**src/rtl/sprite_frontend_mc_if.sv**
```systemverilog
// Sprite front-end bus: line control, attribute RAM read port, drawer dispatch.
interface sprite_frontend_mc_if #(
  parameter int unsigned NUM_SPRITE = 32,
  parameter int unsigned NUM_DRAWER = 2
);
  localparam int unsigned AW = $clog2(NUM_SPRITE);

  logic                  start_row;
  logic [9:0]            next_vcount;
  logic [AW-1:0]         ra;
  logic [31:0]           rd_data;
  logic [NUM_DRAWER-1:0] drw_idle;
  logic [NUM_DRAWER-1:0] drw_req;
  logic [9:0]            col_base;
  logic                  flip;
  logic [7:0]            frame_id;
  logic [4:0]            row_off;
  logic                  fe_done;
  logic                  line_overflow;

  modport master (
    input  start_row, next_vcount, rd_data, drw_idle,
    output ra, drw_req, col_base, flip, frame_id, row_off, fe_done, line_overflow
  );

  modport slave (
    output start_row, next_vcount, rd_data, drw_idle,
    input  ra, drw_req, col_base, flip, frame_id, row_off, fe_done, line_overflow
  );
endinterface

```
**src/rtl/sprite_frontend_mc.sv**
```systemverilog
// Per-scanline sprite evaluator: scans the attribute table, queues hits and
// dispatches them to the lowest eligible idle line drawer.
module sprite_frontend_mc #(
  parameter int unsigned NUM_SPRITE    = 32,
  parameter int unsigned FIFO_DEPTH    = 8,
  parameter int unsigned NUM_DRAWER    = 2,
  parameter int unsigned MAX_PER_LINE  = 16,
  parameter int unsigned VISIBLE_LINES = 480
) (
  input  logic                 clk,
  input  logic                 reset,
  sprite_frontend_mc_if.master bus
);
  localparam int unsigned AW = $clog2(NUM_SPRITE);
  localparam int unsigned FW = $clog2(FIFO_DEPTH);
  localparam int unsigned HW = $clog2(MAX_PER_LINE + 1);

  typedef struct packed {
    logic [9:0] col;
    logic       flip;
    logic [7:0] frame;
    logic [4:0] row;
  } hit_t;

  typedef enum logic [1:0] {S_IDLE, S_SCAN, S_DRAIN} state_t;

  state_t                state_q, state_d;
  logic [AW-1:0]         ra_q;
  logic                  eval_q;
  logic [9:0]            line_q;
  hit_t                  fifo_q [FIFO_DEPTH];
  logic [FW-1:0]         wp_q, rp_q;
  logic [FW:0]           cnt_q;
  logic [HW-1:0]         hcnt_q;
  logic                  ovf_q;
  logic [NUM_DRAWER-1:0] req_q;
  hit_t                  out_q;
  logic [1:0]            hold_q [NUM_DRAWER];
  logic                  fe_done_q;

  logic                  visible_c, room_c, issue_c, quiet_c;
  logic                  hit_c, push_c, pop_c, drop_c;
  logic [1:0]            size_c;
  logic [10:0]           h_c, y_c, v_c, d_c;
  hit_t                  hit_data_c;
  logic [NUM_DRAWER-1:0] elig_c, sel_c;
  logic                  hold_zero_c;

  assign visible_c = {1'b0, bus.next_vcount} < 11'(VISIBLE_LINES);

  // Hit test on the attribute word returned for last cycle's lookup.
  always_comb begin
    size_c       = bus.rd_data[28:27];
    h_c          = 11'd8 << size_c;
    y_c          = {2'b00, bus.rd_data[26:18]};
    v_c          = {1'b0, line_q};
    d_c          = v_c - y_c;
    hit_c        = eval_q && bus.rd_data[31] && (size_c != 2'd3) &&
                   (v_c >= y_c) && (v_c < y_c + h_c);
    hit_data_c.col   = bus.rd_data[17:8];
    hit_data_c.flip  = bus.rd_data[30];
    hit_data_c.frame = bus.rd_data[7:0];
    hit_data_c.row   = bus.rd_data[29] ? 5'(h_c - 11'd1 - d_c) : 5'(d_c);
    push_c       = hit_c && !bus.start_row && (hcnt_q < HW'(MAX_PER_LINE));
    drop_c       = hit_c && !bus.start_row && (hcnt_q >= HW'(MAX_PER_LINE));
  end

  // Drawer eligibility and lowest-index selection.
  always_comb begin
    logic found;
    found       = 1'b0;
    hold_zero_c = 1'b1;
    sel_c       = '0;
    for (int i = 0; i < NUM_DRAWER; i++) begin
      elig_c[i] = bus.drw_idle[i] && (hold_q[i] == 2'd0);
      if (hold_q[i] != 2'd0) hold_zero_c = 1'b0;
      if (elig_c[i] && !found) begin
        sel_c[i] = 1'b1;
        found    = 1'b1;
      end
    end
    pop_c = (cnt_q != '0) && (|elig_c) && !bus.start_row;
  end

  // FSM output/strobe decode.
  always_comb begin
    room_c  = ({1'b0, cnt_q} + (FW+2)'(eval_q)) < (FW+2)'(FIFO_DEPTH);
    issue_c = (state_q == S_SCAN) && !bus.start_row && room_c;
    quiet_c = !eval_q && (cnt_q == '0) && hold_zero_c && (&bus.drw_idle);
  end

  // FSM next state.
  always_comb begin
    state_d = state_q;
    if (bus.start_row) begin
      state_d = visible_c ? S_SCAN : S_IDLE;
    end else begin
      case (state_q)
        S_SCAN:  if (issue_c && (ra_q == AW'(NUM_SPRITE - 1))) state_d = S_DRAIN;
        S_DRAIN: if (quiet_c) state_d = S_IDLE;
        default: state_d = state_q;
      endcase
    end
  end

  always_ff @(posedge clk) begin
    if (reset) state_q <= S_IDLE;
    else       state_q <= state_d;
  end

  always_ff @(posedge clk) begin
    if (push_c) fifo_q[wp_q] <= hit_data_c;
  end

  always_ff @(posedge clk) begin
    if (reset) begin
      ra_q      <= '0;
      eval_q    <= 1'b0;
      line_q    <= '0;
      wp_q      <= '0;
      rp_q      <= '0;
      cnt_q     <= '0;
      hcnt_q    <= '0;
      ovf_q     <= 1'b0;
      req_q     <= '0;
      out_q     <= '0;
      fe_done_q <= 1'b1;
      for (int i = 0; i < NUM_DRAWER; i++) hold_q[i] <= 2'd0;
    end else begin
      fe_done_q <= (state_d == S_IDLE);
      req_q     <= '0;
      // Drawers report idle one cycle late, so mask idle for two cycles.
      for (int i = 0; i < NUM_DRAWER; i++) begin
        if (pop_c && sel_c[i])     hold_q[i] <= 2'd2;
        else if (hold_q[i] != 2'd0) hold_q[i] <= hold_q[i] - 2'd1;
      end
      if (pop_c) begin
        req_q <= sel_c;
        out_q <= fifo_q[rp_q];
      end
      if (bus.start_row) begin
        line_q <= bus.next_vcount;
        ra_q   <= '0;
        eval_q <= 1'b0;
        wp_q   <= '0;
        rp_q   <= '0;
        cnt_q  <= '0;
        hcnt_q <= '0;
        ovf_q  <= 1'b0;
      end else begin
        eval_q <= issue_c;
        if (issue_c && (ra_q != AW'(NUM_SPRITE - 1))) ra_q <= ra_q + AW'(1);
        if (push_c) begin
          wp_q   <= wp_q + FW'(1);
          hcnt_q <= hcnt_q + HW'(1);
        end
        if (pop_c) rp_q <= rp_q + FW'(1);
        if (push_c && !pop_c)      cnt_q <= cnt_q + (FW+1)'(1);
        else if (!push_c && pop_c) cnt_q <= cnt_q - (FW+1)'(1);
        if (drop_c) ovf_q <= 1'b1;
      end
    end
  end

  assign bus.ra            = ra_q;
  assign bus.drw_req       = req_q;
  assign bus.col_base      = out_q.col;
  assign bus.flip          = out_q.flip;
  assign bus.frame_id      = out_q.frame;
  assign bus.row_off       = out_q.row;
  assign bus.fe_done       = fe_done_q;
  assign bus.line_overflow = ovf_q;
endmodule

```
**src/flat_wrapper.sv**
```systemverilog
// flat-port wrapper written by rule: the top's interface ports become plain ports
module sprite_frontend_mc_flat 
#(
  parameter int unsigned NUM_SPRITE    = 32,
  parameter int unsigned FIFO_DEPTH    = 8,
  parameter int unsigned NUM_DRAWER    = 2,
  parameter int unsigned MAX_PER_LINE  = 16,
  parameter int unsigned VISIBLE_LINES = 480
)
  (clk, reset, bus_start_row, bus_next_vcount, bus_rd_data, bus_drw_idle, bus_ra, bus_drw_req, bus_col_base, bus_flip, bus_frame_id, bus_row_off, bus_fe_done, bus_line_overflow);
  sprite_frontend_mc_if #(.NUM_SPRITE(NUM_SPRITE), .NUM_DRAWER(NUM_DRAWER)) bus_i ();
  input  logic clk;
  input  logic reset;
  input wire logic [$bits(bus_i.start_row)-1:0] bus_start_row;
  input wire logic [$bits(bus_i.next_vcount)-1:0] bus_next_vcount;
  input wire logic [$bits(bus_i.rd_data)-1:0] bus_rd_data;
  input wire logic [$bits(bus_i.drw_idle)-1:0] bus_drw_idle;
  output wire logic [$bits(bus_i.ra)-1:0] bus_ra;
  output wire logic [$bits(bus_i.drw_req)-1:0] bus_drw_req;
  output wire logic [$bits(bus_i.col_base)-1:0] bus_col_base;
  output wire logic [$bits(bus_i.flip)-1:0] bus_flip;
  output wire logic [$bits(bus_i.frame_id)-1:0] bus_frame_id;
  output wire logic [$bits(bus_i.row_off)-1:0] bus_row_off;
  output wire logic [$bits(bus_i.fe_done)-1:0] bus_fe_done;
  output wire logic [$bits(bus_i.line_overflow)-1:0] bus_line_overflow;
  assign bus_i.start_row = bus_start_row;
  assign bus_i.next_vcount = bus_next_vcount;
  assign bus_i.rd_data = bus_rd_data;
  assign bus_i.drw_idle = bus_drw_idle;
  assign bus_ra = bus_i.ra;
  assign bus_drw_req = bus_i.drw_req;
  assign bus_col_base = bus_i.col_base;
  assign bus_flip = bus_i.flip;
  assign bus_frame_id = bus_i.frame_id;
  assign bus_row_off = bus_i.row_off;
  assign bus_fe_done = bus_i.fe_done;
  assign bus_line_overflow = bus_i.line_overflow;
  sprite_frontend_mc #(.NUM_SPRITE(NUM_SPRITE), .FIFO_DEPTH(FIFO_DEPTH), .NUM_DRAWER(NUM_DRAWER), .MAX_PER_LINE(MAX_PER_LINE), .VISIBLE_LINES(VISIBLE_LINES)) u_core (.clk(clk), .reset(reset), .bus(bus_i));
endmodule
```
**config.mk**
```make
export PLATFORM = sky130hd
export DESIGN_NAME = sprite_frontend_mc_flat
export DESIGN_NICKNAME = d
export VERILOG_FILES = /design/src/rtl/sprite_frontend_mc_if.sv /design/src/rtl/sprite_frontend_mc.sv /design/src/flat_wrapper.sv
export SDC_FILE = /design/constraint.sdc
export NUM_CORES = 1
export LEC_CHECK = 0
export BUFFER_PORTS_ARGS = -buffer_cell sky130_fd_sc_hd__buf_2
export CORE_ASPECT_RATIO = 1.1
export CORE_UTILIZATION = 54
export CTS_CLUSTER_SIZE = 14
export DETAILED_ROUTE_END_ITERATION = 10
export PLACE_DENSITY = 0.79
export REMOVE_ABC_BUFFERS = 1
export SKIP_LAST_GASP = 1
export SYNTH_ARGS = -nofsm -noshare
export SYNTH_HDL_FRONTEND = slang
export SYNTH_SLANG_ARGS = --single-unit
```
**constraint.sdc**
```tcl
create_clock -name clk -period 5.4 [get_ports clk]
set_input_delay 0 -clock clk [delete_from_list [all_inputs] [get_ports clk]]
set_output_delay 0 -clock clk [all_outputs]
set_load 0.02 [all_outputs]
```
==> results.txt, run 1 <==
- The worst setup path is captured at a flop.
- Port buffering added 79 buffers.
- The congestion estimate from routability-driven global placement came to between 0.8 and 0.9.
- Floorplan die height: roughly 150 um
* Clock latency on the worst-skew pair: roughly 0.52 ns
- The hold violation count in the final report came to 0.
* Total gr overflow: 0
- Number of sinks driven by the clock tree: around 260
- Pwr dens: 345 nW/um^2
- For the pin with the worst max-slew slack, the measured transition is 0.999 ns.
- Among all cell types in the netlist, the one instantiated most often is sky130_fd_sc_hd__edfxtp_1.
- Proportion of layout cells with a drive suffix above 1: 24.7%
- Once routing completed, OpenROAD measured the worst setup slack at approximately 1.1 ns.
- Combinational family with the most area after synthesis: multiplexers
- Post-route DRC: 0
* Max Used Layer: met4
- The core region is between 15000 and 20000 um^2.
- Share of synthesized area spent on multiplexers: 13.6%
* Worst min-delay path category: input pin to flop
- The die covers 20200 um^2.
* Largest buffer count on any clock path: 3
- In this run the worst path has a maximum fanout of 6.
* Post-Synthesis Mean Instance Area: ~16 um^2
- Fmax: 232 MHz
- STA puts the critical path data required time at 5.84 ns.
- In this run the biggest area consumer among cell types represents 55.5% of the synthesized area.
- By area the synthesized netlist is led by sky130_fd_sc_hd__edfxtp_1 56%, sky130_fd_sc_hd__dfxtp_1 12%, sky130_fd_sc_hd__mux4_2 10%.
- Detailed Route WL: 21.2 mm
- Hold is met by roughly 0.010 ns.
- TritonCTS built the clock tree.
* Start-to-end type of the worst setup path: input pin to flop
- Overall power consumption after layout is estimated at 4.38 mW.
- In this run the number of H-tree levels came out at 1.
- Entering global routing, the biggest net connects 54 pins.
* Register share of total power: 49.8%
- Post-synthesis register bit count: 257
- The final layout contains approximately 870 nets.
- Synthesized netlist cell count: around 660
* Proportion of synthesized chip area in sequential cells: 67.0%
- Per report_power, the combinational group accounts for around 6.1% of the total.
- Detailed-placement wirelength estimate: 12.0 mm
- The tool flagged a number of max-cap violations equal to 0.
- STA puts the critical path data arrival time at 4.74 ns.
- Synth-to-layout area growth: 19.8%
- Run status: complete, no violations
- Fin crit share: 79.7%
- Yosys mapped a number of flops with a built-in enable equal to 196.
- Vias per cell: 5.79
* Post-synthesis cell area: 10600 um^2
- The number of antenna violations at the first check in global routing came to 0.
* Kind of launch point of the worst setup path: input pin
- Cells fill 66.3% of the core in the end.
- For this run, the leading register cell type out of synthesis is sky130_fd_sc_hd__edfxtp_1.
* Wire length of the first global-routing pass: 33.4 mm
- The pre-antenna-repair detailed-routing pass consisted of 5 iterations.
- Net Sw Frac: 20.2%
- Routed length on met1: 8.93 mm
- In this run the tightest slew margin relative to its limit is 33.4%.
- Once detail routing completed, the nets flagged for antenna violations numbered 0.
- In the detailed route, the total length drawn on met3 is 797 um.
- Post-synthesis share of cell area spent on and, or, nand and nor gates: 5.34%
- DR vias: just over 6000
* Xor/xnor share of the synthesized area: between 1.5 and 2%
- Setup violation total in the final timing report: 0
* Routed wirelength normalized by instance count: 20.1 um
- Post-placement setup slack: 0.664 ns
- Clock-pin slew reported for the worst setup and hold paths after clock tree synthesis: 0.06 ns
- The routed design uses between 10 and 15 mm of met2 wire.
* Num CTS Buffers: 26
* Post-synthesis cell type with the largest combined area: sky130_fd_sc_hd__edfxtp_1
- Setup total negative slack on the finished layout was measured at 0 ns.
* Top cell types by occurrence after synthesis: 196 x sky130_fd_sc_hd__edfxtp_1, 61 x sky130_fd_sc_hd__dfxtp_1, 53 x sky130_fd_sc_hd__nor2_1
* IO Pins: 80
- Setup repair after global routing missed its margin: false
- Placement Rows: 53
- Initial drt markers: 281
- Post-CTS timing repair inserted 0 buffers for setup.
- Across the VDD grid, the largest voltage drop is about 0.24 mV.
- Total leakage power: 4.43 nW
- For this run, asynchronously set or reset flops after synthesis account for 0%.
- Share of total power in the clock network: between 40% and 50%
* Internal power of the cells: 3.50 mW
* Net switching power: 0.885 mW
- The clock period could shrink to 4.30 ns.
- Die Wd: 136 um
- In this run, distinct cell masters in the synthesized netlist total 48.
- Cell chosen for the clock root: sky130_fd_sc_hd__clkbuf_16
* Setup Skew: 0.0101 ns
- The via count of the first global-routing pass is 6439.
* Synth Area in Compound Gates: 5.42%
- Summing the areas of all fa, ha and maj instances in the mapped netlist gives approximately 4.7% of the synthesized area.
- Once the floorplan was initialized, standard cells occupied 55.3% of the core.
- Final slew viol count: 0
- Combined global-route utilization of all metal layers: between 20 and 25%
* Ant. Diodes: 0
* Count of yosys warnings during synthesis: 0
routing by layer:
layer / up-vias / track usage (%)
met4: 0 / 4.89
met2: 139 / 40.0
met1: 3117 / 26.6
met3: 23 / 3.09
met5: - / 0
li1: 2823 / -
area by class of cell:
| type | instances | area, um^2 |
|---|---|---|
| clock inverters | 16 | 236 |
| well taps | 247 | 309 |
| flip-flops and latches | 257 | 7110 |
| fillers | 1284 | 6470 |
| inverters | 24 | 90.1 |
| repair buffers | 137 | 946 |
| multi-input cells | 341 | 3300 |
| clock buffers | 32 | 704 |
repair_timing:
action,CTS,global route
hold buffers,46,0
setup endpoints to repair,0,0
gates resized for setup,0,0
hold endpoints to repair,166,0
worst paths after layout:
path / start / end / slack [ns] / depth (start not counted)
worst max-delay path: bus_rd_data[27] / u_core.cnt_q[3] / 1.10 / 22
worst min-delay path: reset / u_core.bus.col_base[5] / 0.01 / 2
worst max register to register: u_core.line_q[0] / u_core.cnt_q[3] / 1.70 / 17
worst min register to register: u_core.bus.frame_id[2] / u_core.bus.frame_id[2] / 0.49 / 2
registers in the layout, indices dropped and copies added, names as in the netlist, 4 cells and up:
signal and flops:
u_core.bus.col_base 10, u_core.bus.frame_id 8, u_core.bus.ra 5, u_core.bus.row_off 5, u_core.cnt_q 4, u_core.fifo_q 192
u_core.hcnt_q 5, u_core.hold_q 4, u_core.line_q 10
per-stage QoR:
step,std cells,cell area [um^2]
6_report,1054,12700
5_1_grt,1054,12700
4_1_cts,1054,12700
3_5_place_dp,960,11300
3_3_place_gp,960,11300
2_1_floorplan,622,10500
worst max-delay path: stages:
cell                        delay, ns
sky130_fd_sc_hd__buf_2           0.10
sky130_fd_sc_hd__nor2b_1         0.32
sky130_fd_sc_hd__ha_1            0.31
sky130_fd_sc_hd__a21o_1          0.18
sky130_fd_sc_hd__a21oi_1         0.25
sky130_fd_sc_hd__nor2b_1         0.09
sky130_fd_sc_hd__o21ai_0         0.23
sky130_fd_sc_hd__xnor2_1         0.15
sky130_fd_sc_hd__ha_1            0.28
sky130_fd_sc_hd__a21o_1          0.19
sky130_fd_sc_hd__a211o_1         0.33
sky130_fd_sc_hd__a2111oi_2       0.44
sky130_fd_sc_hd__nand2_1         0.30
sky130_fd_sc_hd__inv_1           0.11
sky130_fd_sc_hd__ha_1            0.18
sky130_fd_sc_hd__inv_1           0.09
sky130_fd_sc_hd__ha_1            0.28
sky130_fd_sc_hd__a21o_1          0.18
sky130_fd_sc_hd__a21oi_1         0.17
sky130_fd_sc_hd__xnor2_1         0.09
sky130_fd_sc_hd__or3_1           0.31
sky130_fd_sc_hd__a21oi_1         0.15
cells in the final DEF (no fill, tap or decap), types with 2 or more instances in the layout:
cell and count:
sky130_fd_sc_hd__fa_1 3, sky130_fd_sc_hd__nor2b_1 4, sky130_fd_sc_hd__mux4_2 48, sky130_fd_sc_hd__clkinvlp_4 3, sky130_fd_sc_hd__nand2_1 15, sky130_fd_sc_hd__a21o_1 7
sky130_fd_sc_hd__or4_1 4, sky130_fd_sc_hd__nand3_1 7, sky130_fd_sc_hd__o21ai_0 9, sky130_fd_sc_hd__nor3_1 3, sky130_fd_sc_hd__buf_2 79, sky130_fd_sc_hd__clkinv_2 5
sky130_fd_sc_hd__nor3b_2 2, sky130_fd_sc_hd__ha_1 35, sky130_fd_sc_hd__clkbuf_1 4, sky130_fd_sc_hd__inv_1 24, sky130_fd_sc_hd__mux2i_1 36, sky130_fd_sc_hd__or3_1 4
sky130_fd_sc_hd__a211oi_1 26, sky130_fd_sc_hd__edfxtp_1 196, sky130_fd_sc_hd__nor3_2 3, sky130_fd_sc_hd__o31ai_1 5, sky130_fd_sc_hd__nand4_1 6, sky130_fd_sc_hd__nor4b_2 2
sky130_fd_sc_hd__dfxtp_1 59, sky130_fd_sc_hd__a21oi_1 25, sky130_fd_sc_hd__xnor2_1 14, sky130_fd_sc_hd__xor2_1 6, sky130_fd_sc_hd__bufinv_16 6, sky130_fd_sc_hd__clkbuf_16 27
sky130_fd_sc_hd__buf_4 12, sky130_fd_sc_hd__dlygate4sd3_1 46, sky130_fd_sc_hd__or3b_2 3, sky130_fd_sc_hd__nor2_1 52
cell families (layout without fill, tap and decap cells):
family	count (synthesis)	after routing
mux	84	84
fa+ha+maj	38	38
simple gates	115	115
compound gates	84	84
xor+xnor	20	20
buf+inv	58	209
flops	257	257
power by group through the flow:
stage	sequential [mW]	clock [mW]	combinational, mW
6_report	2.18	1.93	0.267
5_1_grt	2.18	2.04	0.294
4_1_cts	2.18	1.96	0.263
3_5_place_dp	2.22	0	0.233
3_3_place_gp	2.22	0	0.215
2_1_floorplan	2.22	0	0.148
(Power assumes the default switching activity.)
==> inputs of run 2 (changes only) <==
- clock period: 5.4 -> 3.55 ns (I/O delays scaled with it)
==> results.txt, run 2 (same netlist as run 1, synthesis figures left out) <==
* Placement Rows: 53
- Vias per cell: around 5.7
* Effective utilization at floorplan: approximately 55%
- In the layout the commonest cells are 196 x sky130_fd_sc_hd__edfxtp_1, 79 x sky130_fd_sc_hd__buf_2, 59 x sky130_fd_sc_hd__dfxtp_1.
- Wire length of the first global-routing pass: ~35 mm
- Leading cell type in the layout, fill and taps excluded: sky130_fd_sc_hd__edfxtp_1
- The analysis attributes to cell leakage a power of 4.48 nW.
- In the global route stage, overall resource usage came out at approximately 23%.
- The floorplan step set the die width to 136 um.
- Routability congestion estimate from global placement: 0.846
- For the worst flop-to-flop path, the logic depth is 17.
- The detailed router finished its first iteration with 443 violations.
- After detailed routing, the total wire length is about 22 mm.
- In this run the tightest slew margin relative to its limit is between 20% and 30%.
- For the worst-skew pair, the clock arrives at the later sink with an insertion delay of 0.54 ns.
- Final slew viol count: 0
* Routed wirelength normalized by instance count: 20.7 um
- Total iterations of the first detailed-routing run: 6
* Final Instance Count excl. Fillers: 1077
- Minimum setup slack among reg-to-reg paths: 0.24 ns
* Actual transition at the worst max-transition pin: between 1 and 1.5 ns
- After detailed routing, the number of remaining DRC violations is 0.
- Counting along the longest clock path gives a buffer depth of 3.
* Critical Path End: u_core.cnt_q[3]
* Worst vdd rail ir drop: 0.456 mV
- Power after layout: between 6 and 7 mW
- At the end of the flow, the number of nets in the layout was 897.
- Across the run, the number of max-cap violations was 0.
* Worst Hold Slack: 0.0168 ns
- In this run the power density over the cells is 487 nW/um^2.
* CP arrival: about 3.8 ns
- CTS built an H-tree with a depth of 1.
* Startpoint of the worst setup timing path: bus_rd_data[27]
* Via count of the first global-routing pass: 6621
- Start-to-end type of the worst setup path: input pin to flop
- Internal power of the cells: just under 5 mW
- Largest Register: u_core.fifo_q
- Initial antenna violation count: 0
- Run status: complete, no violations
* Share of total power in the clock network: 40.2%
- Count of placed standard cells including taps: 990
* Cell count of the worst hold path: 3
- The total overflow left after global routing is 0.
* Reg-to-reg critical path startpoint: u_core.line_q[0]
- STA classifies the critical path endpoint as a flop.
* Setup Skew: 0.0217 ns
- DR vias: 6171
- The repair_antennas step left the layout with diodes totalling 0.
- Gate power share: 6.7%
- The multi-input combinational cells in the finished layout cover a total of 3330 um^2.
* Net switching power: 1.34 mW
- Sequential cell area: between 7000 and 8000 um^2
- In this run the top signal layer used is met4.
- Met3 Routed Length: 1.46 mm
* Maximum number of pins on one net before global-route repair: 53
* Number of sinks driven by the clock tree: 257
- Num CTS Buffers: 26
- Worst min-delay path category: input pin to flop
- The hold violation count in the final report is 0.
- Cell chosen for the clock root: sky130_fd_sc_hd__clkbuf_16
* Worst reg2reg endpoint: u_core.cnt_q[3]
- Setup total negative slack on the finished layout was measured at 0 ns.
- The register with the most flip-flops in the layout has 192 of them.
- Detailed routing placed a total of 11.9 mm of wire on met2.
- Area of the core: 19200 um^2
* Worst Path Required: roughly 4 ns
- The worst setup path is launched from an input pin.
- Input and output buffers added on the ports amount to 79.
- Setup violation total in the final timing report: 0
- The floorplan step defined a die boundary enclosing 20200 um^2.
- Fmax: 301 MHz
* Core Util, Final: 66.9%
- Final critical delay including setup and external delays: roughly 3.3 ns
* Synth-to-layout area growth: 20.9%
- Clock-pin slew was measured on the worst setup and hold paths at about 0.060 ns.
* Critical path peak fanout: 2
* Proportion of layout cells with a drive suffix above 1: between 20% and 30%
- Net switching is between 20% and 30% of the power.
- IO Pins: 80
- The worst path uses 93.7% of the clock period.
* Floorplan die height: 149 um
- Sequential cells burn between 50% and 60% of the power.
- Clock tree from TritonCTS: built
* Routed length on met1: 8.54 mm
- The filler cells instantiated in the layout total about 1300.
* Detailed-placement wirelength estimate: 13.5 mm
* Final antenna-violating net count: 0
[run 2: changes by cell type in the layout (fill, tap and decap cells not counted), sizes merged]
| cell | change |
|---|---|
| buf | +31 |
| bufinv | -6 |
| clkbuf | +4 |
| clkinv | +1 |
| clkinvlp | -2 |
| dlygate4sd3 | -6 |
| inv | +1 |
[run 2: stage by stage]
stage	instance area [um^2]	setup WS (ns)
CTS	12800	0.0188
floorplan	10500	-2.17
global placement	11600	-0.390
detailed placement	11600	-0.537
finish	12800	0.225
global route	12800	-0.00966
[run 2: metal layers]
metal,up-vias,global-route usage [%]
li1,2872,-
met1,3058,27.4
met2,204,42.0
met3,37,3.30
met4,0,7.47
met5,-,0
[run 2: timing repair]
action                                  4_1_cts  5_1_grt
endpoints found under the setup margin        0        2
setup buffers                                 0        1
hold buffers                                 40        0
endpoints found under the hold margin       173        0
resized for setup                             0        7
[run 2: how the worst min path moves through the flow]
| stage | to | start | slack (ns) |
|---|---|---|---|
| after global placement | u_core.line_q[2] | bus_next_vcount[2] | 0.23 |
| after detailed placement | u_core.line_q[3] | bus_next_vcount[3] | 0.25 |
| final | u_core.state_q[0] | bus_start_row | 0.02 |
| after CTS | u_core.line_q[2] | bus_start_row | 0.0005 |
| after global routing | u_core.state_q[0] | bus_start_row | 0.02 |
| after floorplan | u_core.line_q[0] | reset | 0.07 |
[run 2: area by class of cell]
cell class | instances | area share [%]
sequential | 257 | 55.5
multi-input combinational | 341 | 26.0
timing repair buffer | 162 | 9.31
clock buffer | 36 | 5.60
tap | 247 | 2.41
inverter | 24 | 0.703
clock inverter | 10 | 0.508
[run 2: critical path, stage by stage]
cell and delay [ns]:
sky130_fd_sc_hd__buf_2 0.10, sky130_fd_sc_hd__nor2b_2 0.15, sky130_fd_sc_hd__ha_1 0.27, sky130_fd_sc_hd__a21o_1 0.20
sky130_fd_sc_hd__a21oi_2 0.15, sky130_fd_sc_hd__nor2b_1 0.06, sky130_fd_sc_hd__o21ai_1 0.15, sky130_fd_sc_hd__xnor2_1 0.14
sky130_fd_sc_hd__ha_1 0.26, sky130_fd_sc_hd__a21o_1 0.18, sky130_fd_sc_hd__a211o_1 0.30, sky130_fd_sc_hd__a2111oi_4 0.24
sky130_fd_sc_hd__nand2_1 0.12, sky130_fd_sc_hd__inv_1 0.08, sky130_fd_sc_hd__ha_1 0.15, sky130_fd_sc_hd__inv_1 0.06
sky130_fd_sc_hd__ha_1 0.27, sky130_fd_sc_hd__a21o_1 0.19, sky130_fd_sc_hd__a21oi_2 0.15, sky130_fd_sc_hd__xnor2_1 0.09
sky130_fd_sc_hd__or3_1 0.31, sky130_fd_sc_hd__a21oi_1 0.15
[run 2: power by group through the flow]
stage / Clock, mW / Combinational, mW / Sequential, mW
2_1_floorplan: 0 / 0.225 / 3.38
3_3_place_gp: 0 / 0.340 / 3.38
3_5_place_dp: 0 / 0.373 / 3.38
4_1_cts: 2.55 / 0.413 / 3.31
5_1_grt: 2.65 / 0.469 / 3.32
6_report: 2.50 / 0.417 / 3.31
